**src/rtl/psram_ctrl.sv**
```systemverilog
// PSRAM SPI command sequencer: power-up reset sequence, then single-byte read/write transactions.
// Latency: command byte strobes the cycle after acceptance; each byte waits for its spi_valid.
// Backpressure: ready is high only in IDLE; the byte engine paces via spi_valid with no timeout.
module psram_ctrl #(
  parameter int INIT_CYCLES = 20000,
  parameter int CE_GAP      = 2
) (
  input  logic        clk,
  input  logic        rst_n,
  input  logic        req,
  input  logic        we,
  input  logic [23:0] addr,
  input  logic [7:0]  wdata,
  output logic        ready,
  output logic [7:0]  rdata,
  output logic        rvalid,
  output logic        spi_strb,
  output logic [7:0]  spi_tx,
  input  logic [7:0]  spi_rx,
  input  logic        spi_valid,
  output logic        psram_ce_n
);

  // One counter serves both the power-up wait and the chip-select gaps.
  localparam int CNT_MAX = (INIT_CYCLES > CE_GAP) ? INIT_CYCLES : CE_GAP;
  localparam int CNT_W   = $clog2(CNT_MAX + 1);
  localparam logic [CNT_W-1:0] INIT_LAST = CNT_W'(INIT_CYCLES - 1);
  localparam logic [CNT_W-1:0] GAP_LAST  = CNT_W'(CE_GAP - 1);

  localparam logic [7:0] OP_RST_EN = 8'h66;
  localparam logic [7:0] OP_RST    = 8'h99;
  localparam logic [7:0] OP_WRITE  = 8'h02;
  localparam logic [7:0] OP_READ   = 8'h03;

  typedef enum logic [3:0] {
    INIT_WAIT = 4'd0,
    RST_EN    = 4'd1,
    GAP1      = 4'd2,
    RST       = 4'd3,
    GAP2      = 4'd4,
    IDLE      = 4'd5,
    CMD       = 4'd6,
    A2        = 4'd7,
    A1        = 4'd8,
    A0        = 4'd9,
    DATA      = 4'd10,
    END_GAP   = 4'd11
  } state_t;

  state_t           state;
  state_t           state_nxt;
  logic [CNT_W-1:0] cnt;
  logic             sent;       // strobe for the current byte has been issued
  logic             we_q;
  logic [23:0]      addr_q;
  logic [7:0]       wdata_q;

  logic             in_byte;    // a byte is owned by the engine, chip select asserted
  logic             byte_done;  // engine finished the byte we are waiting on
  logic             cnt_state;  // state measures its duration with cnt
  logic             cnt_last;

  // Byte states share one handshake: strobe on entry, leave on spi_valid after the strobe.
  assign in_byte = (state == RST_EN) || (state == RST) || (state == CMD) || (state == A2) ||
                   (state == A1) || (state == A0) || (state == DATA);

  // spi_valid is only meaningful once our strobe has gone out.
  assign byte_done = in_byte && sent && spi_valid;

  assign cnt_state = (state == INIT_WAIT) || (state == GAP1) || (state == GAP2) ||
                     (state == END_GAP);
  assign cnt_last  = (state == INIT_WAIT) ? (cnt == INIT_LAST) : (cnt == GAP_LAST);

  // State register.
  always_ff @(posedge clk or negedge rst_n) begin
    if (!rst_n) begin
      state <= INIT_WAIT;
    end else begin
      state <= state_nxt;
    end
  end

  // Next-state selection.
  always_comb begin
    state_nxt = state;
    case (state)
      INIT_WAIT: if (cnt_last)  state_nxt = RST_EN;
      RST_EN:    if (byte_done) state_nxt = GAP1;
      GAP1:      if (cnt_last)  state_nxt = RST;
      RST:       if (byte_done) state_nxt = GAP2;
      GAP2:      if (cnt_last)  state_nxt = IDLE;
      IDLE:      if (req)       state_nxt = CMD;
      CMD:       if (byte_done) state_nxt = A2;
      A2:        if (byte_done) state_nxt = A1;
      A1:        if (byte_done) state_nxt = A0;
      A0:        if (byte_done) state_nxt = DATA;
      DATA:      if (byte_done) state_nxt = END_GAP;
      END_GAP:   if (cnt_last)  state_nxt = IDLE;
      default:                  state_nxt = INIT_WAIT;
    endcase
  end

  // Duration counter and per-byte strobe tracking, both restart on every state change.
  always_ff @(posedge clk or negedge rst_n) begin
    if (!rst_n) begin
      cnt  <= '0;
      sent <= 1'b0;
    end else if (state_nxt != state) begin
      cnt  <= '0;
      sent <= 1'b0;
    end else begin
      cnt  <= cnt_state ? cnt + CNT_W'(1) : '0;
      sent <= in_byte;
    end
  end

  // Request capture on acceptance; held for the whole transaction.
  always_ff @(posedge clk or negedge rst_n) begin
    if (!rst_n) begin
      we_q    <= 1'b0;
      addr_q  <= '0;
      wdata_q <= '0;
    end else if (state == IDLE && req) begin
      we_q    <= we;
      addr_q  <= addr;
      wdata_q <= wdata;
    end
  end

  // Read data capture on the data byte completion; rvalid follows for exactly one cycle.
  always_ff @(posedge clk or negedge rst_n) begin
    if (!rst_n) begin
      rdata  <= '0;
      rvalid <= 1'b0;
    end else begin
      rvalid <= (state == DATA) && byte_done && !we_q;
      if ((state == DATA) && byte_done && !we_q) begin
        rdata <= spi_rx;
      end
    end
  end

  // Outputs decoded from state; spi_tx is a pure function of state and latched request,
  // so it stays stable for the whole byte.
  always_comb begin
    ready      = (state == IDLE);
    psram_ce_n = !in_byte;
    spi_strb   = in_byte && !sent;
    spi_tx     = 8'h00;
    case (state)
      RST_EN:  spi_tx = OP_RST_EN;
      RST:     spi_tx = OP_RST;
      CMD:     spi_tx = we_q ? OP_WRITE : OP_READ;
      A2:      spi_tx = addr_q[23:16];
      A1:      spi_tx = addr_q[15:8];
      A0:      spi_tx = addr_q[7:0];
      DATA:    spi_tx = we_q ? wdata_q : 8'h00;
      default: spi_tx = 8'h00;
    endcase
  end

endmodule

```
**config.mk**
```make
export PLATFORM = sky130hd
export DESIGN_NAME = psram_ctrl
export DESIGN_NICKNAME = d
export VERILOG_FILES = /design/src/rtl/psram_ctrl.sv
export SDC_FILE = /design/constraint.sdc
export NUM_CORES = 1
export LEC_CHECK = 0
export ABC_AREA = 0
export BUFFER_PORTS_ARGS = -buffer_cell sky130_fd_sc_hd__buf_4
export CAP_MARGIN = 20
export CORE_MARGIN = 1.5
export CORE_UTILIZATION = 23
export DETAILED_ROUTE_END_ITERATION = 7
export GPL_TIMING_DRIVEN = 0
export PLACE_DENSITY = 0.51
export SYNTH_ARGS = -nofsm -noshare
export SYNTH_HDL_FRONTEND = slang
export SYNTH_SLANG_ARGS = --single-unit
```
**constraint.sdc**
```tcl
create_clock -name clk -period 3 [get_ports clk]
set_input_delay 0.3 -clock clk [delete_from_list [all_inputs] [get_ports clk]]
set_output_delay 0.3 -clock clk [all_outputs]
set_load 0.005 [all_outputs]
```
==> flow_metrics.tcl, run 1 <==
set metrics [dict create \
    run_status "finished, final reports clean" \
    min_period_over_period 0.9150 \
    finalClockSkew_ns 0.007137 \
    hold_class "primary input to asynchronous set/reset pin" \
    worstPathRequired_ns 2.70 \
    cts_resized 0 \
    row_count 41 \
    r2r_setup_slack_ns 0.68 \
    avgSynthCellArea_um2 11.23 \
    clockBufferDepth 2 \
    drtIter0Drc 103 \
    maxCapViolations 0 \
    totalNegativeSetupSlack_ns 0 \
    holdBufCountCts 0 \
    crit_fanout 10 \
    multi_input_area_um2 1416 \
    cp_top_family "simple AND/OR/NAND/NOR gates" \
    synth_top_cell_area_share 0.5078 \
    slew_violations 0 \
    cts_setup_buffers 0 \
    setup_violations 0 \
    syn-instance-count 272 \
    synth_area_leaders "dfrtp_1, mux2_2, a21oi_1" \
    grt-ovfl-total 0 \
    wl_per_cell_um 14.52 \
    die_h_um 118.3 \
    io_pins 65 \
    synthMuxAreaShare 0.1577 \
    die-area_um2 13990 \
    dr.pass1.iters 4 \
    gp_congestion 0.7691 \
    crit_end "spi_tx[3]" \
    htree_num_levels 3 \
    reg2reg_to "wdata_q[4]" \
    critical_path_class "flop to primary output" \
    fmax_mhz 364.3 \
    cellPowerDensity_nw_per_um2 500.0 \
    fill_cells 1317 \
    most-common-layout-cells "buf_4, dfrtp_1, mux2_2" \
    drcViolationCount 0 \
    max_stage_delay_ns 0.82 \
    grt_pass1_wl_mm 12.79 \
    hold_viol_final 0 \
    cts.sinks 62 \
    insertion_delay_ns 0.33 \
    wirelength_mm 7.607 \
    crit_cells 5 \
    synth_nets 318 \
    synth_top_family_by_area "multiplexers" \
    synth_seq_cells 62 \
    core_um2 12770 \
    numCtsBuffers 9 \
    ir_drop_mv 0.2206 \
    num_vias 2401 \
    syn_to_final_growth_pct 33.91 \
    place_hpwl_mm 5.553 \
    fin_crit_ns 2.745 \
    yosysSeqAreaShare 0.5078 \
    yosysWarningCount 0 \
    worst_slack_ns 0.2550 \
    pre_cts_slack_ns 0.5367 \
    synthXorXnorAreaFrac 0.03726 \
    worst-slew-pin-transition_ns 0.8971 \
    ant_nets 0 \
    initial_core_util 0.2392 \
    final_util 0.3203 \
    endpoint_kind "primary output" \
    synth-compound-area-share 0.1183 \
    grt_max_degree 63 \
    grt_antenna_before_repair 0 \
    track_usage 0.1154 \
    slew_headroom 0.3974 \
    netlist_area_um2 3055 \
    leakage_nw 1.860 \
    worst_r2r_path_depth 6 \
    start_kind "flop" \
    cp_cell_sequence "buf_1 > nor3_1 > a22oi_1 > o21ai_0 > buf_4" \
    cts.clk_slew.worst_paths_ns 0.05 \
    yosysUniqueCellTypes 44 \
    seq_area_um2 1551 \
    cts_tree "built" \
    numPortBuffers 64 \
    layout-drive-gt1-share 0.3722 \
    root_buffer "clkbuf_16" \
    synth_simple_gate_area_share 0.1446 \
    critPathArrivalTime_ns 2.45 \
    grt_pass1_vias 2529 \
    cp_num_buf_inv 2 \
    rsz0062_at_grt "no" \
    drt-vias-per-instance 4.582 \
    nets 393 \
    startpoint "state[0]" \
    layout_commonest_cell "buf_4" \
    fp.dieW_um 118.3 \
    hold_slack_ns 0.05505 \
    worst_path_max_delay_cell "nor3_1" \
    synth_area_leader_cell "dfrtp_1" \
    worst_r2r_startpoint "state[2]" \
    synthAdderAreaFrac 0.004095 \
    antennaDiodeCount 0 \
]
metal layers:
layer  GRT usage  part of all wire
met4     0.05488             0.021
met1      0.1520              0.47
met5           0                 0
met2      0.1820              0.47
met3     0.02172             0.033
worst min path at each step:
stage | endpoint | start
CTS | rdata[0] | rst_n
finish | rdata[0] | rst_n
global placement | rdata[1] | rst_n
floorplan | addr_q[0] | rst_n
global route | rdata[6] | rst_n
detailed placement | rdata[0] | rst_n
where the power goes:
part           internal [mW]  total (mW)  leakage [nW]  switching (mW)
Clock                  0.793        1.15         0.166           0.353
Combinational         0.0361      0.0622         0.837          0.0261
Sequential             0.837       0.837         0.857               0
Total                   1.67        2.05          1.86           0.379
Yosys cell counts, drive strengths merged:
master	number
a31oi	1
nand3	12
xnor2	6
o21a	2
o2bb2ai	1
a21o	2
nand3b	3
a22oi	3
and2	2
mux2	41
nand2	12
a31o	1
a2bb2oi	2
mux2i	2
or4	2
o22a	1
nor2b	2
clkbuf	8
nand2b	4
nor3	12
dfrtp	62
xor2	7
nor4	5
and4	3
nor2	13
and3	2
nor3b	1
buf	7
nand4	5
a21oi	16
and3b	1
ha	1
o211ai	2
o31ai	1
o21ai	10
o32ai	1
a221o	4
a211oi	5
inv	7
sequential cells by signal, summed over array words and instances, names as in the netlist:
| name | count |
|---|---|
| sent | 1 |
| addr_q | 24 |
| rvalid | 1 |
| cnt | 15 |
| we_q | 1 |
| rdata | 8 |
| state | 4 |
| wdata_q | 8 |
stage by stage:
stage	std cells	area [um^2]	total power, mW
floorplan	272	3055	0.8524
finish	524	4091	2.046
CTS	524	4086	2.081
global placement	508	3751	0.9154
global route	524	4091	2.124
detailed placement	508	3751	0.9165
logic make-up (layout without fill, tap and decap cells):
group | after synthesis | in the layout
XOR/XNOR | 13 | 13
AO/OA/AOI/OAI | 52 | 52
multiplexers | 43 | 43
flip-flops | 62 | 62
AND/OR/NAND/NOR | 79 | 79
adder cells (fa/ha/maj) | 1 | 1
buffers and inverters | 22 | 102
final cells by class:
cell class                      instances  area share
Inverter                                7    0.006422
Sequential cell                        62      0.3792
Buffer                                 15     0.01621
Clock buffer                           13     0.06606
Timing Repair Buffer                   64      0.1174
Tap cell                              172     0.05260
Multi-Input combinational cell        188      0.3462
Clock inverter                          3     0.01590
No activity file was read; power rests on OpenSTA's default activity.
==> run 2: changes to the inputs <==
==> constraint.sdc (replaced) <==
create_clock -name clk -period 3 [get_ports clk]
set_input_delay 0.6 -clock clk [delete_from_list [all_inputs] [get_ports clk]]
set_output_delay 0.6 -clock clk [all_outputs]
set_load 0.005 [all_outputs]
==> run 2 against run 1 <==
Effect of this change: routed wire length is essentially flat; sequential cell count is the same; largest power group unchanged; total power is essentially flat; clock power is essentially flat; hold slack gained 0.30 ns; global-route usage is the same; setup slack lost 0.052 ns; clock skew is essentially flat; fmax shrank 1.9%; utilization is essentially flat.
==> flow_metrics.tcl, run 2 (same netlist as run 1, synthesis figures left out) <==
set metrics [dict create \
    ant_nets 0 \
    htree_num_levels 3 \
    insertion_delay_ns 0.33 \
    initial_core_util 0.2392 \
    fin_crit_ns 2.797 \
    nets 393 \
    wirelength_mm 7.614 \
    numPortBuffers 64 \
    clockBufferDepth 2 \
    seq_area_um2 1551 \
    wl_per_cell_um 14.53 \
    largestRegisters "addr_q: 24 flops, cnt: 15 flops" \
    drt-vias-per-instance 4.605 \
    grt_pass1_wl_mm 12.79 \
    cts.clk_slew.worst_paths_ns 0.05 \
    worst_r2r_startpoint "state[2]" \
    pre_cts_slack_ns 0.2367 \
    gp_congestion 0.7691 \
    place_hpwl_mm 5.553 \
    io_pins 65 \
    most-common-layout-cells "buf_4, dfrtp_1, mux2_2" \
    maxCapViolations 0 \
    worst_slack_ns 0.2027 \
    min_period_over_period 0.9324 \
    fp.dieW_um 118.3 \
    rsz0062_at_grt "no" \
    r2r_setup_slack_ns 0.68 \
    largest_register "addr_q" \
    totalNegativeSetupSlack_ns 0 \
    run_status "finished, final reports clean" \
    start_kind "flop" \
    row_count 41 \
    core_um2 12770 \
    dr.pass1.iters 4 \
    hold_class "primary input to asynchronous set/reset pin" \
    slew_violations 0 \
    worstPathRequired_ns 2.40 \
    layout_commonest_cell "buf_4" \
    antennaDiodeCount 0 \
    setup_violations 0 \
    numCtsBuffers 9 \
    holdBufCountCts 0 \
    grt_antenna_before_repair 0 \
    cellPowerDensity_nw_per_um2 499.5 \
    syn_to_final_growth_pct 34.07 \
    root_buffer "clkbuf_16" \
    ir_drop_mv 0.2207 \
    critPathArrivalTime_ns 2.20 \
    cts_tree "built" \
    grt-ovfl-total 0 \
    reg2reg_to "wdata_q[4]" \
    finalClockSkew_ns 0.007148 \
    critical_path_class "flop to primary output" \
    drtIter0Drc 102 \
    fill_cells 1316 \
    endpoint_kind "primary output" \
    track_usage 0.1154 \
    multi_input_area_um2 1421 \
    cts.sinks 62 \
    fmax_mhz 357.5 \
    worst_r2r_path_depth 6 \
    largest_register_ffs 24 \
    worst-slew-pin-transition_ns 0.7942 \
    drcViolationCount 0 \
    layout-drive-gt1-share 0.3750 \
    die-area_um2 13990 \
    hold_viol_final 0 \
    die_h_um 118.3 \
    grt_max_degree 63 \
    leakage_nw 1.865 \
    slew_headroom 0.4705 \
    num_vias 2413 \
    grt_pass1_vias 2529 \
    crit_fanout 10 \
]
==> run 2: cell counts in the layout (fill, tap and decap cells not counted) <==
No cell type changed its count.
==> run 2: through the flow <==
stage          std cells  area [um^2]  hold WS [ns]    util  power, mW
6_report             524         4096        0.3551  0.3207      2.046
5_1_grt              524         4096        0.4263  0.3207      2.124
4_1_cts              524         4096        0.3949  0.3207      2.081
3_5_place_dp         508         3751        0.4890  0.2937     0.9165
3_3_place_gp         508         3751        0.4856  0.2937     0.9154
2_1_floorplan        272         3055        0.3044       -     0.8524
==> run 2: layout make-up <==
type                    instances  area share
clock inverters                 3     0.01588
inverters                       7    0.006414
multi-input cells             188      0.3470
repair buffers                 64      0.1173
clock buffers                  13     0.06597
flip-flops and latches         62      0.3787
plain buffers                  15     0.01619
well taps                     172     0.05254
==> run 2: worst max-delay path, cell delays in order, from the launching register on <==
cell,delay [ns]
dfrtp_1,0.46
buf_1,0.58
inv_2,0.21
o211ai_1,0.23
o21a_1,0.15
o21ai_0,0.08
buf_4,0.16
==> run 2: timing repair <==
item,4_1_cts,5_1_grt
buffers inserted,0,0
endpoints found under the setup margin,6,0
gates resized for setup,2,0
==> run 2: how the worst max path moves through the flow <==
stage	startpoint	to	slack, ns	depth (start not counted)
2_1_floorplan	state[3]	cnt[14]	0.90	5
3_3_place_gp	state[3]	spi_tx[3]	0.27	7
3_5_place_dp	state[3]	spi_tx[3]	0.24	7
4_1_cts	state[0]	spi_tx[1]	0.20	6
5_1_grt	state[0]	spi_tx[1]	0.06	6
6_report	state[0]	spi_tx[1]	0.20	6
==> run 2: metal layers <==
metal  global-route usage  up-vias  part of all wire
met2               0.1820       44              0.48
met5                    0        -                 0
met3              0.02172       11             0.033
met4              0.05488        0             0.021
li1                     -     1144                 -
met1               0.1520     1214              0.47
==> run 2: power by group <==
group	switching [mW]	leakage, nW	internal (mW)
Sequential	0	0.857	0.837
Clock	0.353	0.166	0.793
Combinational	0.0261	0.842	0.0361
